## config.mk

```make
export PLATFORM = sky130hd
export DESIGN_NAME = ecc_131_err_ctrl
export DESIGN_NICKNAME = d
export VERILOG_FILES = /design/src/rtl/ecc_131_err_ctrl.sv
export SDC_FILE = /design/constraint.sdc
export NUM_CORES = 1
export LEC_CHECK = 0
export ABC_AREA = 0
export BUFFER_PORTS_ARGS = -buffer_cell sky130_fd_sc_hd__buf_2
export CORE_ASPECT_RATIO = 1.2
export CORE_MARGIN = 5
export CORE_UTILIZATION = 40
export CTS_CLUSTER_SIZE = 24
export DETAILED_ROUTE_END_ITERATION = 8
export PLACE_DENSITY = 0.58
export SYNTH_ARGS = -nofsm -noshare
export SYNTH_HDL_FRONTEND = slang
export SYNTH_SLANG_ARGS = --single-unit
```

## constraint.sdc

```tcl
create_clock -name clk -period 5.13 [get_ports clk]
set_input_delay 1.026 -clock clk [delete_from_list [all_inputs] [get_ports clk]]
set_output_delay 1.026 -clock clk [all_outputs]
set_load 0.005 [all_outputs]
```

## src/rtl/ecc_131_err_ctrl.sv

```systemverilog
// ecc_131_err_ctrl: control, event monitoring and self-test sequencing for a
// 131-bit ECC fault-detect datapath on a FIFO read path.
`default_nettype none

module ecc_131_err_ctrl #(
  parameter int CNT_WIDTH  = 16,
  parameter int TMO_WIDTH  = 12,
  parameter int TMO_CYCLES = 1024
) (
  input  logic                 clk,
  input  logic                 rst,
  input  logic                 cfg_detc_en,
  input  logic                 cfg_bypass,
  input  logic [CNT_WIDTH-1:0] cfg_sbit_thr,
  input  logic                 cfg_clr,
  input  logic                 st_start,
  input  logic                 rd_vld,
  input  logic                 sbit_err,
  input  logic                 dbit_err,
  input  logic                 ecc_fault,
  output logic                 ecc_fault_detc_en,
  output logic                 ecc_bypass,
  output logic                 inj_en,
  output logic                 inj_dbit,
  output logic [CNT_WIDTH-1:0] sbit_cnt,
  output logic [CNT_WIDTH-1:0] dbit_cnt,
  output logic [CNT_WIDTH-1:0] fault_cnt,
  output logic [2:0]           sts_sticky,
  output logic                 irq,
  output logic                 st_busy,
  output logic                 st_done,
  output logic                 st_pass
);

  localparam logic [2:0] S_IDLE   = 3'd0;
  localparam logic [2:0] S_SB_ARM = 3'd1;
  localparam logic [2:0] S_SB_CHK = 3'd2;
  localparam logic [2:0] S_DB_ARM = 3'd3;
  localparam logic [2:0] S_DB_CHK = 3'd4;
  localparam logic [2:0] S_DONE   = 3'd5;

  localparam logic [CNT_WIDTH-1:0] CNT_MAX  = '1;
  localparam logic [TMO_WIDTH-1:0] TMO_LAST = TMO_WIDTH'(TMO_CYCLES - 1);

  logic [2:0]           state_q, state_d;
  logic [TMO_WIDTH-1:0] tmo_q, tmo_d;
  logic                 pass_sb_q, pass_sb_d;
  logic                 pass_db_q, pass_db_d;
  logic                 inj_en_q, inj_en_d;
  logic                 inj_dbit_q, inj_dbit_d;
  logic                 busy_q, busy_d;
  logic                 done_q, done_d;
  logic                 pass_q, pass_d;
  logic                 detc_q, detc_d;
  logic                 byp_q, byp_d;
  logic [CNT_WIDTH-1:0] sbit_cnt_q, sbit_cnt_d;
  logic [CNT_WIDTH-1:0] dbit_cnt_q, dbit_cnt_d;
  logic [CNT_WIDTH-1:0] fault_cnt_q, fault_cnt_d;
  logic [2:0]           sticky_q, sticky_d;
  logic                 irq_q, irq_d;
  logic                 in_test;
  logic                 mon_vld;
  logic                 thr_hit;

  assign in_test = (state_q != S_IDLE);
  assign mon_vld = rd_vld & ~in_test;

  // Self-test sequencer; inj_en is registered so it is asserted for the whole ARM state.
  always_comb begin
    state_d    = state_q;
    tmo_d      = tmo_q;
    pass_sb_d  = pass_sb_q;
    pass_db_d  = pass_db_q;
    inj_en_d   = inj_en_q;
    inj_dbit_d = inj_dbit_q;
    busy_d     = busy_q;
    done_d     = 1'b0;
    pass_d     = pass_q;
    case (state_q)
      S_IDLE: begin
        if (st_start) begin
          state_d    = S_SB_ARM;
          busy_d     = 1'b1;
          pass_d     = 1'b0;
          tmo_d      = '0;
          inj_en_d   = 1'b1;
          inj_dbit_d = 1'b0;
          pass_sb_d  = 1'b0;
          pass_db_d  = 1'b0;
        end
      end
      S_SB_ARM, S_DB_ARM: begin
        if (rd_vld) begin
          state_d  = (state_q == S_SB_ARM) ? S_SB_CHK : S_DB_CHK;
          inj_en_d = 1'b0;
          if (state_q == S_SB_ARM) pass_sb_d = sbit_err & ~dbit_err & ~ecc_fault;
          else                     pass_db_d = dbit_err & ~ecc_fault;
        end else if (tmo_q == TMO_LAST) begin
          state_d    = S_DONE;
          inj_en_d   = 1'b0;
          inj_dbit_d = 1'b0;
          busy_d     = 1'b0;
          done_d     = 1'b1;
          pass_d     = 1'b0;
        end else begin
          tmo_d = tmo_q + TMO_WIDTH'(1);
        end
      end
      S_SB_CHK: begin
        state_d    = S_DB_ARM;
        tmo_d      = '0;
        inj_en_d   = 1'b1;
        inj_dbit_d = 1'b1;
      end
      S_DB_CHK: begin
        state_d    = S_DONE;
        inj_dbit_d = 1'b0;
        busy_d     = 1'b0;
        done_d     = 1'b1;
        pass_d     = pass_sb_q & pass_db_q;
      end
      S_DONE:  state_d = S_IDLE;
      default: state_d = S_IDLE;
    endcase
  end

  always_comb begin
    detc_d = in_test | cfg_detc_en;
    byp_d  = ~in_test & cfg_bypass;
  end

  // irq is judged on the post-update counts so it rises on the same edge as the event.
  always_comb begin
    sbit_cnt_d  = sbit_cnt_q;
    dbit_cnt_d  = dbit_cnt_q;
    fault_cnt_d = fault_cnt_q;
    sticky_d    = sticky_q;
    thr_hit     = 1'b0;
    irq_d       = irq_q;
    if (cfg_clr) begin
      sbit_cnt_d  = '0;
      dbit_cnt_d  = '0;
      fault_cnt_d = '0;
      sticky_d    = '0;
      irq_d       = 1'b0;
    end else begin
      if (mon_vld) begin
        if (sbit_err  && sbit_cnt_q  != CNT_MAX) sbit_cnt_d  = sbit_cnt_q  + CNT_WIDTH'(1);
        if (dbit_err  && dbit_cnt_q  != CNT_MAX) dbit_cnt_d  = dbit_cnt_q  + CNT_WIDTH'(1);
        if (ecc_fault && fault_cnt_q != CNT_MAX) fault_cnt_d = fault_cnt_q + CNT_WIDTH'(1);
        sticky_d = sticky_q | {ecc_fault, dbit_err, sbit_err};
      end
      thr_hit = (cfg_sbit_thr != '0) && (sbit_cnt_d >= cfg_sbit_thr);
      irq_d   = irq_q | sticky_d[2] | sticky_d[1] | thr_hit;
    end
  end

  always_ff @(posedge clk or posedge rst) begin
    if (rst) begin
      state_q     <= S_IDLE;
      tmo_q       <= '0;
      pass_sb_q   <= 1'b0;
      pass_db_q   <= 1'b0;
      inj_en_q    <= 1'b0;
      inj_dbit_q  <= 1'b0;
      busy_q      <= 1'b0;
      done_q      <= 1'b0;
      pass_q      <= 1'b0;
      detc_q      <= 1'b0;
      byp_q       <= 1'b0;
      sbit_cnt_q  <= '0;
      dbit_cnt_q  <= '0;
      fault_cnt_q <= '0;
      sticky_q    <= '0;
      irq_q       <= 1'b0;
    end else begin
      state_q     <= state_d;
      tmo_q       <= tmo_d;
      pass_sb_q   <= pass_sb_d;
      pass_db_q   <= pass_db_d;
      inj_en_q    <= inj_en_d;
      inj_dbit_q  <= inj_dbit_d;
      busy_q      <= busy_d;
      done_q      <= done_d;
      pass_q      <= pass_d;
      detc_q      <= detc_d;
      byp_q       <= byp_d;
      sbit_cnt_q  <= sbit_cnt_d;
      dbit_cnt_q  <= dbit_cnt_d;
      fault_cnt_q <= fault_cnt_d;
      sticky_q    <= sticky_d;
      irq_q       <= irq_d;
    end
  end

  assign ecc_fault_detc_en = detc_q;
  assign ecc_bypass        = byp_q;
  assign inj_en            = inj_en_q;
  assign inj_dbit          = inj_dbit_q;
  assign sbit_cnt          = sbit_cnt_q;
  assign dbit_cnt          = dbit_cnt_q;
  assign fault_cnt         = fault_cnt_q;
  assign sts_sticky        = sticky_q;
  assign irq               = irq_q;
  assign st_busy           = busy_q;
  assign st_done           = done_q;
  assign st_pass           = pass_q;

endmodule

`default_nettype wire

```

Word level (Yosys, flattened, before mapping)

Index checks and enable logic that the tools add are counted.
Widths: inputs -> output; s select.

Output and inout bits: 59
Input port bits: 26
Flip-flop bits (word level): 76

$add $sub $neg: 4
Bitwise operators: 14
Magnitude comparators: 1
Equality and inequality tests: 16
Reduce and logical (&&, ||, !) cells: 24
Muxes and demuxes: 41

Operators by type and width:

| kind                  | count |
|---|---|
| $mux 16               | 10 |
| $add 16x1->16 const B | 3 |
| $ne 16x16->1 const B  | 3 |
| $mux 12               | 3 |
| $pmux 12 s3           | 1 |
| $mux 3                | 7 |
| $reduce_and 4->1      | 5 |
| $ge 16x16->1          | 1 |
| $reduce_bool 16->1    | 1 |
| $ne 2x2->1 const B    | 7 |
| $add 12x1->12 const B | 1 |
| $eq 12x10->1 const B  | 1 |
| $mux 1                | 12 |
| $pmux 3 s4            | 1 |
| $pmux 1 s3            | 3 |
| $reduce_bool 3->1     | 3 |
| $reduce_bool 2->1     | 4 |
| $and 1x1->1           | 6 |
| $eq 3x2->1 const B    | 2 |
| $pmux 1 s2            | 3 |
| $reduce_and 2->1      | 3 |
| $logic_and 1x1->1     | 4 |
| $or 1x1->1            | 4 |
| $pmux 1 s4            | 1 |
| other kinds (9)       | 11 |

Depth between registers and ports, before layout

Word-level depth: 9
Mapped depth: 12

Least setup slack after synthesis

No wires, ideal clock.

Path kind: input to register
From: in rd_vld
To: reg irq_q, in the netlist irq
Setup time: 139 ps
Arrival time: 3204 ps
Buffers on the path: 0
Stages: 10
Path slack: 1787 ps
Cell sequence: nor4b_4 -> nand3_1 -> nor4_4 -> and3_1 -> xor2_1 -> ha_1 -> a21o_1 -> a21o_1 -> a2111oi_0 -> a211oi_1

Longest elaborated chain between the ends: 7
Elaborated cells between the ends (all ways): 11
Those cells by class: order compare (1); mux (5); bitwise (4); reduce/logical (1)

RTL lines:

| element                                                | line     | RTL |
|---|---|---|
| start: declaration                                     | 17       | `input logic rd_vld,` |
| $and 1x1->1 *                                          | 66       | `assign mon_vld = rd_vld & ~in_test;` |
| $mux 16 / $mux 3 (equally long branches)               | 147      | `if (mon_vld) begin` |
| $mux 16 / $mux 3 (equally long branches)               | 140      | `if (cfg_clr) begin` |
| $ge 16x16->1 / $or 1x1->1 (equally long branches)      | 153, 154 |  |
| $logic_and 1x1->1 / $or 1x1->1 (equally long branches) | 153, 154 |  |
| $or 1x1->1 *                                           | 154      | `irq_d = irq_q \| sticky_d[2] \| sticky_d[1] \| thr_hit;` |
| $mux 1 *                                               | 140      |  |
| named net irq_d                                        | 60       | `logic irq_q, irq_d;` |
| end signal: assignment                                 | 192      | `irq_q <= irq_d;` |
| end: declaration                                       | 60       |  |

The timed path passes the listed nets; every way through them passes the cells marked *. The select of a mux whose other input is x is not followed.
A chain may end at the register's enable or synchronous reset.

Worst setup path in the final report

Same ends and word-level chain as after synthesis.

==> reports/qor.yml <==
synthToLayoutAreaGrowth_pct: 17.53
worstMarginPinSlew_ns: 1.097
synth_nets: 528
place_inst: 683
cts_root_buf: "clkbuf_16"
holdBufCountCts: 0
layout_min_cycle_time_ns: 3.623
end_kind: "flop"
core_area_sq_mm: 0.01104
portBuffers: 84
antenna_found_initial: 0
final_cells: 698
maxSlewHeadroom_pct: 26.29
vias: 3832
syn_area_sq_mm: 0.004496
fp-row-count: 42
grt_pass1_wl_um: 18100
finalHoldViolations: 0
rsz0062_at_grt: "no"
die-height_um: 126.1
layout_common_cells: "buf_2 (84), dfrtp_1 (76), nor2_1 (51)"
cp_slowest_cell: "a2111oi_0"
drc: 0
fillerInstances: 1054
layout-drive-gt1-share_pct: 21.38
required_ns: 5.30
first_pass_iters: 4
tns_ns: 0
htreeDepth: 3
max_stage_delay_ns: 0.44
ant_nets: 0
rr_worst_depth: 11
criticalPathCategory: "input pin to flop"
via_per_inst: 5.490
clock_latency_ns: 0.33
cts_max_path_buffers: 2
async_flop_share_pct: 100.0
grt_pass1_vias: 3737
drt-total-wl_um: 10730
grt.total_usage_pct: 16.50
dp_hpwl_um: 8114
yosys_warnings: 0
multiInputGateArea_sq_mm: 0.002425
antenna_cells: 0
cap_viol_max_count: 0
skew_ns: 0.008786
seq_area_sq_mm: 0.001902
nets: 608
status: "finished clean"
cts_tree: "yes"
crit_path_max_fanout: 15
worstSetupStartpoint: "rd_vld"
min_path_type: "flop to flop"
synth_edf_count: 0
synthCells: 482
initial_core_util_pct: 40.74
final_common_cell: "buf_2"
grt_max_degree: 63
max_freq_mhz: 276.0
die_w_um: 106.8
leakagePower_nw: 2.605
fin_crit_sh_pct: 70.62
ys.flop_type: "dfrtp_1"
setup_viol: 0
wire_per_inst_um: 15.37
cp.arrival_ns: 3.79
design.die.area_sq_mm: 0.01347
drv_slew: 0
syn_area_per_cell_sq_um: 9.327
utilization_pct: 47.88
cts_buffers: 9
seq_area_frac_synth_pct: 42.30
r2r_slack_ns: 1.64
cts.sinks: 76
ys_seq_elements: 76
path_cells: "buf_2 > nor4b_4 > buf_4 > nand3_1 > nor4_4 > and3_1 > xor2_1 > ha_1 > and4_1 > nor3b_1 > a2111oi_0 > a211oi_1"
startpoint_type: "input pin"
gp_congestion: 0.8953
powerDensity_mw_per_mm2: 298.5
path_clk_slew_ns: 0.05
initialDrtViolationCount: 203
ios: 85
crit_path_end: "irq"
cts_resized: 0
r2r_start: "state_q[0]"
irDropWorstVdd_mv: 0.1512
post-cts-setup-buffers: 0
ys_types: 54
r2r_end: "irq"
grt-ovfl-total: 0
[report_power, final]
part | switching (mW) | total [mW] | internal, mW | leakage [nW]
logic | 0.173 | 0.296 | 0.123 | 1.44
clock network | 0.223 | 0.545 | 0.322 | 0.126
registers | 0.0826 | 0.736 | 0.654 | 1.04
[logic make-up after synthesis]
family / after synthesis / synth area share, %
xor gates and xnor gates: 40 / 7.793
AOI/OAI and AO/OA: 82 / 12.83
DFF: 76 / 42.30
adders and majority gates: 20 / 5.566
muxes: 8 / 1.948
and+or+nand+nor: 213 / 25.80
buffers and inverters: 43 / 3.757
[Yosys cell counts (all sizes together), types with 2 or more instances]
library cell | number | area [sq um]
buf | 5 | 26.27
a31oi | 3 | 18.77
a22oi | 2 | 15.01
o21ai | 14 | 70.07
clkbuf | 14 | 52.55
and4 | 8 | 70.07
mux2 | 6 | 67.56
o21bai | 2 | 15.01
o31ai | 3 | 22.52
nand4 | 20 | 125.1
nand3 | 24 | 120.1
a31o | 3 | 26.28
or3 | 2 | 12.51
nor3 | 15 | 85.08
dfrtp | 76 | 1902
nand2b | 5 | 31.28
nor2 | 51 | 191.4
nor4bb | 2 | 20.02
a21oi | 21 | 105.1
inv | 24 | 90.09
nor2b | 17 | 106.4
mux2i | 2 | 20.02
nand2 | 31 | 116.4
and2 | 6 | 37.54
and3 | 13 | 81.33
nor3b | 2 | 15.01
a2111oi | 5 | 75.08
xnor2 | 19 | 166.4
or2 | 3 | 18.77
a211oi | 14 | 105.1
xor2 | 21 | 183.9
o2111ai | 3 | 26.28
nor4 | 9 | 71.32
a21o | 4 | 30.03
ha | 20 | 250.2
[worst max-delay path: cells and delay by family]
family                     cells  cell delay (ns)
buffers and inverters          2             0.41
adders and majority gates      1             0.27
AOI/OAI and AO/OA              2             0.58
xor gates and xnor gates       1             0.19
and+or+nand+nor                6             1.31
[registers in the layout (all words and copies together), names as in the netlist, 3 cells and up]
| signal | flops |
|---|---|
| sbit_cnt | 16 |
| state_q | 3 |
| dbit_cnt | 16 |
| fault_cnt | 16 |
| tmo_q | 12 |
| sts_sticky | 3 |
[through the flow]
step	power (mW)	cell area, sq um	hold slack [ns]	setup WS [ns]
2_1_floorplan	0.9403	4496	0.4735	1.787
3_3_place_gp	1.037	5032	0.4868	1.303
3_5_place_dp	1.045	5032	0.4925	1.188
4_1_cts	1.602	5284	0.5058	1.520
5_1_grt	1.671	5284	0.5398	1.347
6_report	1.577	5284	0.4991	1.507
[cell type report]
class	instances	share of cell area, %
Sequential cell	76	35.99
Tap cell	132	3.126
Clock inverter	3	0.2842
Multi-Input combinational cell	363	45.89
Timing Repair Buffer	88	8.525
Clock buffer	12	4.475
Inverter	24	1.705
[per-layer routing]
metal | GRT usage [%] | share of wire [%] | up-vias | routed length, um
met5 | 0 | 0 | - | 0
met4 | 7.299 | 1.8 | 0 | 188
met3 | 3.173 | 4.8 | 14 | 518
met2 | 26.95 | 48 | 94 | 5174
met1 | 21.18 | 45 | 1826 | 4844
li1 | - | - | 1898 | -
[worst min path at each step]
stage	start	end	slack, ns	cells after the start
5_1_grt	st_pass	st_pass	0.54	2
2_1_floorplan	pass_sb_q	pass_sb_q	0.47	2
4_1_cts	inj_en	inj_en	0.51	2
3_3_place_gp	inj_en	inj_en	0.49	2
6_report	inj_en	inj_en	0.50	2
3_5_place_dp	inj_en	inj_en	0.49	2
No activity file was read; power rests on OpenSTA's default activity.
